<file path="src/rtl/clk_reset_ctrl_pkg.sv">
// clk_reset_ctrl_pkg: shared state encoding, loss counter width and counter sizing helper
package clk_reset_ctrl_pkg;
  typedef enum logic [1:0] {WAIT_LOCK, STABLE, RUN, LOST} state_t;
  localparam int LOSS_W = 8;
  function automatic int cnt_width(input int n);
    return (n > 1) ? $clog2(n) : 1;
  endfunction
endpackage

</file>
<file path="src/rtl/clk_reset_ctrl_sync_ff.sv">
// sync_ff: multi-flop synchronizer for a single asynchronous bit, clears to 0 on reset
module sync_ff #(
  parameter int STAGES = 2
) (
  input  logic clk,
  input  logic rst_n,
  input  logic i_d,
  output logic o_q
);
  logic [STAGES-1:0] r_ff;
  // shift the asynchronous input through the flop chain
  always_ff @(posedge clk) begin
    if (!rst_n) r_ff <= '0;
    else r_ff <= {r_ff[STAGES-2:0], i_d};
  end
  assign o_q = r_ff[STAGES-1];
endmodule

</file>
<file path="src/rtl/clk_reset_ctrl.sv">
// clk_reset_ctrl: PLL lock qualification and reset sequencing; heartbeat built only with CLK_RESET_CTRL_HEARTBEAT_EN
module clk_reset_ctrl
  import clk_reset_ctrl_pkg::*;
#(
  parameter int SYNC_STAGES   = 2,
  parameter int STABLE_CYCLES = 16,
  parameter int HB_WIDTH      = 24
) (
  input  logic              clk,
  input  logic              rst_n,
  input  logic              locked,
  output logic              sys_rst_n,
  output logic              ready,
  output logic              lock_lost,
  output logic [LOSS_W-1:0] loss_cnt,
  output logic              heartbeat
);
  localparam int CW = cnt_width(STABLE_CYCLES);
  localparam logic [CW-1:0] LAST = CW'(STABLE_CYCLES - 1);

  if (SYNC_STAGES < 2 || SYNC_STAGES > 4 || STABLE_CYCLES < 1 || STABLE_CYCLES > 65535 || HB_WIDTH < 1) begin : g_param_err
    $error("clk_reset_ctrl: parameter out of range");
  end

  state_t            r_state, w_state_nxt;
  logic [CW-1:0]     r_cnt, w_cnt_nxt;
  logic [LOSS_W-1:0] r_loss;
  logic              w_lock_s;

  sync_ff #(.STAGES(SYNC_STAGES)) u_sync (
    .clk  (clk),
    .rst_n(rst_n),
    .i_d  (locked),
    .o_q  (w_lock_s)
  );

  // state, qualification counter and saturating loss counter
  always_ff @(posedge clk) begin
    if (!rst_n) begin
      r_state <= WAIT_LOCK;
      r_cnt   <= '0;
      r_loss  <= '0;
    end else begin
      r_state <= w_state_nxt;
      r_cnt   <= w_cnt_nxt;
      if (r_state == RUN && !w_lock_s && r_loss != '1) r_loss <= r_loss + 1'b1;
    end
  end

  // next state: any low lock sample restarts qualification from zero
  always_comb begin
    w_state_nxt = r_state;
    w_cnt_nxt   = '0;
    case (r_state)
      WAIT_LOCK: w_state_nxt = w_lock_s ? STABLE : WAIT_LOCK;
      STABLE: begin
        w_state_nxt = !w_lock_s ? WAIT_LOCK : (r_cnt == LAST) ? RUN : STABLE;
        w_cnt_nxt   = (w_lock_s && r_cnt != LAST) ? r_cnt + 1'b1 : '0;
      end
      RUN:     w_state_nxt = w_lock_s ? RUN : LOST;
      LOST:    w_state_nxt = WAIT_LOCK;
      default: w_state_nxt = WAIT_LOCK;
    endcase
  end

  assign sys_rst_n = (r_state == RUN);
  assign ready     = (r_state == RUN);
  assign lock_lost = (r_state == LOST);
  assign loss_cnt  = r_loss;

`ifdef CLK_RESET_CTRL_HEARTBEAT_EN
  logic [HB_WIDTH-1:0] r_hb;
  // free-running blink counter, held at zero outside RUN
  always_ff @(posedge clk) begin
    if (!rst_n) r_hb <= '0;
    else r_hb <= (r_state == RUN) ? r_hb + 1'b1 : '0;
  end
  assign heartbeat = r_hb[HB_WIDTH-1];
`else
  assign heartbeat = 1'b0;
`endif
endmodule

</file>
<file path="config.mk">
export PLATFORM = sky130hd
export DESIGN_NAME = clk_reset_ctrl
export DESIGN_NICKNAME = d
export VERILOG_FILES = /design/src/rtl/clk_reset_ctrl_pkg.sv /design/src/rtl/clk_reset_ctrl_sync_ff.sv /design/src/rtl/clk_reset_ctrl.sv
export SDC_FILE = /design/constraint.sdc
export NUM_CORES = 1
export LEC_CHECK = 0
export BUFFER_PORTS_ARGS = -buffer_cell sky130_fd_sc_hd__buf_4
export CAP_MARGIN = 20
export CORE_MARGIN = 3
export CORE_UTILIZATION = 50
export CTS_CLUSTER_DIAMETER = 50
export CTS_CLUSTER_SIZE = 12
export DETAILED_ROUTE_END_ITERATION = 10
export GPL_TIMING_DRIVEN = 0
export HOLD_SLACK_MARGIN = 0.12
export PLACE_DENSITY = 0.74
export SLEW_MARGIN = 20
export SYNTH_ARGS = -nofsm -noshare
export SYNTH_HDL_FRONTEND = slang
export SYNTH_HIERARCHICAL = 1
export SYNTH_SLANG_ARGS = --single-unit
</file>
<file path="constraint.sdc">
create_clock -name clk -period 2.9 [get_ports clk]
set_clock_uncertainty 0.1 [all_clocks]
set_input_delay 0.145 -clock clk [delete_from_list [all_inputs] [get_ports clk]]
set_output_delay 0.145 -clock clk [all_outputs]
set_load 0.005 [all_outputs]
</file>
==> impl_metrics.yaml <==
status:
  status: "finished clean"
routing:
  routedWlPerCell_um: 11.14
  drt_iter0_drc: 11
  drt_first_pass_iters: 3
  drcViolationCount: 0
  top_layer_used: "met4"
  wl_um: 1292
  drt-met1-wl_um: 660
  wl_met3_um: 54
  dr_total_vias: 595
  vias_per_cell: 5.129
  wl_met2_um: 563
  postRouteAntennaNets: 0
sta:
  period_needed_ns: 1.904
  setup_viol: 0
  fin_crit_sh_pct: 65.66
  finalMaxSlewViolations: 0
  hold_viol_final: 0
  setup_tns_ns: 0
  max_freq_mhz: 525.2
  rsz0062_at_grt: "no"
logic_synthesis:
  synth-edff-count: 0
  synth_common_cells: "16 x dfxtp_1, 13 x nor2_1, 6 x nand3_1"
  syn_nets: 86
  ys_ff_latch: 16
  synth.largest_area_cell: "dfxtp_1"
  yosysMostFrequentCell: "dfxtp_1"
  yosys.cell_types.count: 29
  syn_area_per_cell_um2: 8.867
  synthTopCellsByArea: "dfxtp_1 45%, nor2_1 6.8%, mux2i_1 4.2%"
  yosysSeqAreaShare_pct: 44.60
  synth_ff_type: "dfxtp_1"
  synth_top_area_share_pct: 44.60
  ys_warn_count: 6
  netlist_area_um2: 718.2
  syn-instance-count: 81
  async_flop_share_pct: 0
setup_path:
  critPathCaptureType: "register"
  critPathTopFamily: "simple AND/OR/NAND/NOR gates"
  ff2ff_setup_slack_ns: 1.0
  critPathSlowestCell: "or4_1"
  r2r-end: "loss_cnt[5]$_SDFFE_PN0P_"
  crit_path_max_incr_delay_ns: 0.49
  cp.depth: 4
  arrival_ns: 2.02
  path_max_fanout: 6
  path_buf_inv: 0
  worstSetupPathType: "reg2reg"
  required_ns: 3.02
  reg2regPathDepth: 4
  startpoint_type: "register"
  path_cells: "or3b_4, or2_4, or4_1, a21oi_1"
global_route:
  antenna_found_initial: 0
  grt_pass1_wl_um: 2187
  overflow: 0
  grt_max_degree: 10
  grt_usage_pct: 15.00
  grt_pass1_vias: 560
die:
  core_area_um2: 1318
  die-area_um2: 1927
  rows: 13
  io_pins: 15
  die-width_um: 43.90
  start_util_pct: 54.51
  die_y_um: 43.90
clock_network:
  cts_root_buf: "clkbuf_4"
  clock_latency_ns: 0.28
  cts_made_buffers: 3
  cts_buffer_depth: 2
  tritoncts: "built"
  cts_setup_buffers: 0
  h-tree-depth: 1
  cts_sinks: 16
  clkTransAtPathRegs_ns: 0.09
min_path:
  hp-class: "reg2reg"
  hold_depth: 1
  worstHoldStart: "u_sync/r_ff[0]$_SDFF_PN0_"
  holdPathEnd: "u_sync/r_ff[1]$_SDFF_PN0_"
pwr:
  powerDensity_nw_per_um2: 422.0
  p_leak_nw: 0.3594
  peakVddDrop_mv: 0.2587
  total_power_mw: 0.3801
placement:
  gp_congestion: 0.7779
  dpl.hpwl_um: 909.8
  port_buffers: 13
finish:
  final_nets: 107
  drive_gt1_share_pct: 20.79
  diodes: 0
  syn2layout_area_growth_pct: 25.44
flow_run:
  maxCapViolCount: 0
==> cells in the final DEF (no fill, tap or decap), drive strengths merged, types with 3 or more instances in the layout <==
cell | Yosys | routed
buf | 2 | 15
nor2 | 13 | 13
mux2i | 3 | 3
a21oi | 3 | 3
dfxtp | 16 | 16
dlygate4sd3 | 0 | 3
and2 | 3 | 3
clkbuf | 0 | 4
nand2 | 5 | 5
nand3 | 6 | 6
xnor2 | 3 | 3
==> cell type report <==
cell class              instances  area [µm²]
inverters                       1       3.754
clock buffers                   4       36.28
multi-input cells              62       379.1
repair buffers                 16       127.6
flip-flops and latches         16       320.3
well taps                      15       18.77
fillers                       112       416.7
plain buffers                   2       15.01
==> cell families after synthesis <==
| logic type | share of synthesized area, % |
|---|---|
| flops | 44.60 |
| other cells | 0.5221 |
| buf+inv | 2.612 |
| fa+ha+maj | 3.484 |
| mux | 4.181 |
| compound gates | 6.621 |
| simple gates | 31.88 |
| xor+xnor | 6.099 |
==> stage by stage <==
stage               util, %  hold WS (ns)  std cells  setup WS, ns  instance area [µm²]
detailed placement    63.34        0.2532        109         1.006                834.6
floorplan                 -        0.1625         81         1.098                718.2
global placement      63.34        0.2464        109         1.034                834.6
global route          68.38        0.3784        116        0.8991                900.9
CTS                   68.38        0.3449        116        0.9908                900.9
finish                68.38        0.3493        116        0.9958                900.9
==> metal layers <==
layer / vias up / track usage (%)
li1: 317 / -
met5: - / 0
met3: 2 / 3.734
met4: 0 / 7.229
met2: 10 / 22.09
met1: 266 / 20.30
==> registers in the layout (all words and copies together) (netlist names), named ones only <==
signal       cells
r_cnt            4
r_state          1
loss_cnt         8
u_sync/r_ff      2
==> how the worst max path moves through the flow <==
stage | start | endpoint | slack (ns)
after floorplan | register | loss_cnt[5]$_SDFFE_PN0P_ | 1.10
after global placement | register | loss_cnt[5]$_SDFFE_PN0P_ | 1.03
after detailed placement | register | loss_cnt[5]$_SDFFE_PN0P_ | 1.01
after CTS | register | loss_cnt[5]$_SDFFE_PN0P_ | 0.99
after global routing | register | loss_cnt[5]$_SDFFE_PN0P_ | 0.90
final | register | loss_cnt[5]$_SDFFE_PN0P_ | 1.0
==> power breakdown <==
| part | internal [mW] | leakage, nW | switching [mW] |
|---|---|---|---|
| registers | 0.221 | 0.129 | 0.00142 |
| clock network | 0.0764 | 0.0210 | 0.0696 |
| logic | 0.00669 | 0.209 | 0.00481 |
| total | 0.304 | 0.359 | 0.0758 |
==> timing repair <==
| action | 4_1_cts | 5_1_grt |
|---|---|---|
| resized for setup | 0 | 0 |
| hold buffers | 3 | 0 |
| endpoints found under the hold margin | 7 | 0 |
Note: power is estimated with default switching activity, not from simulation.
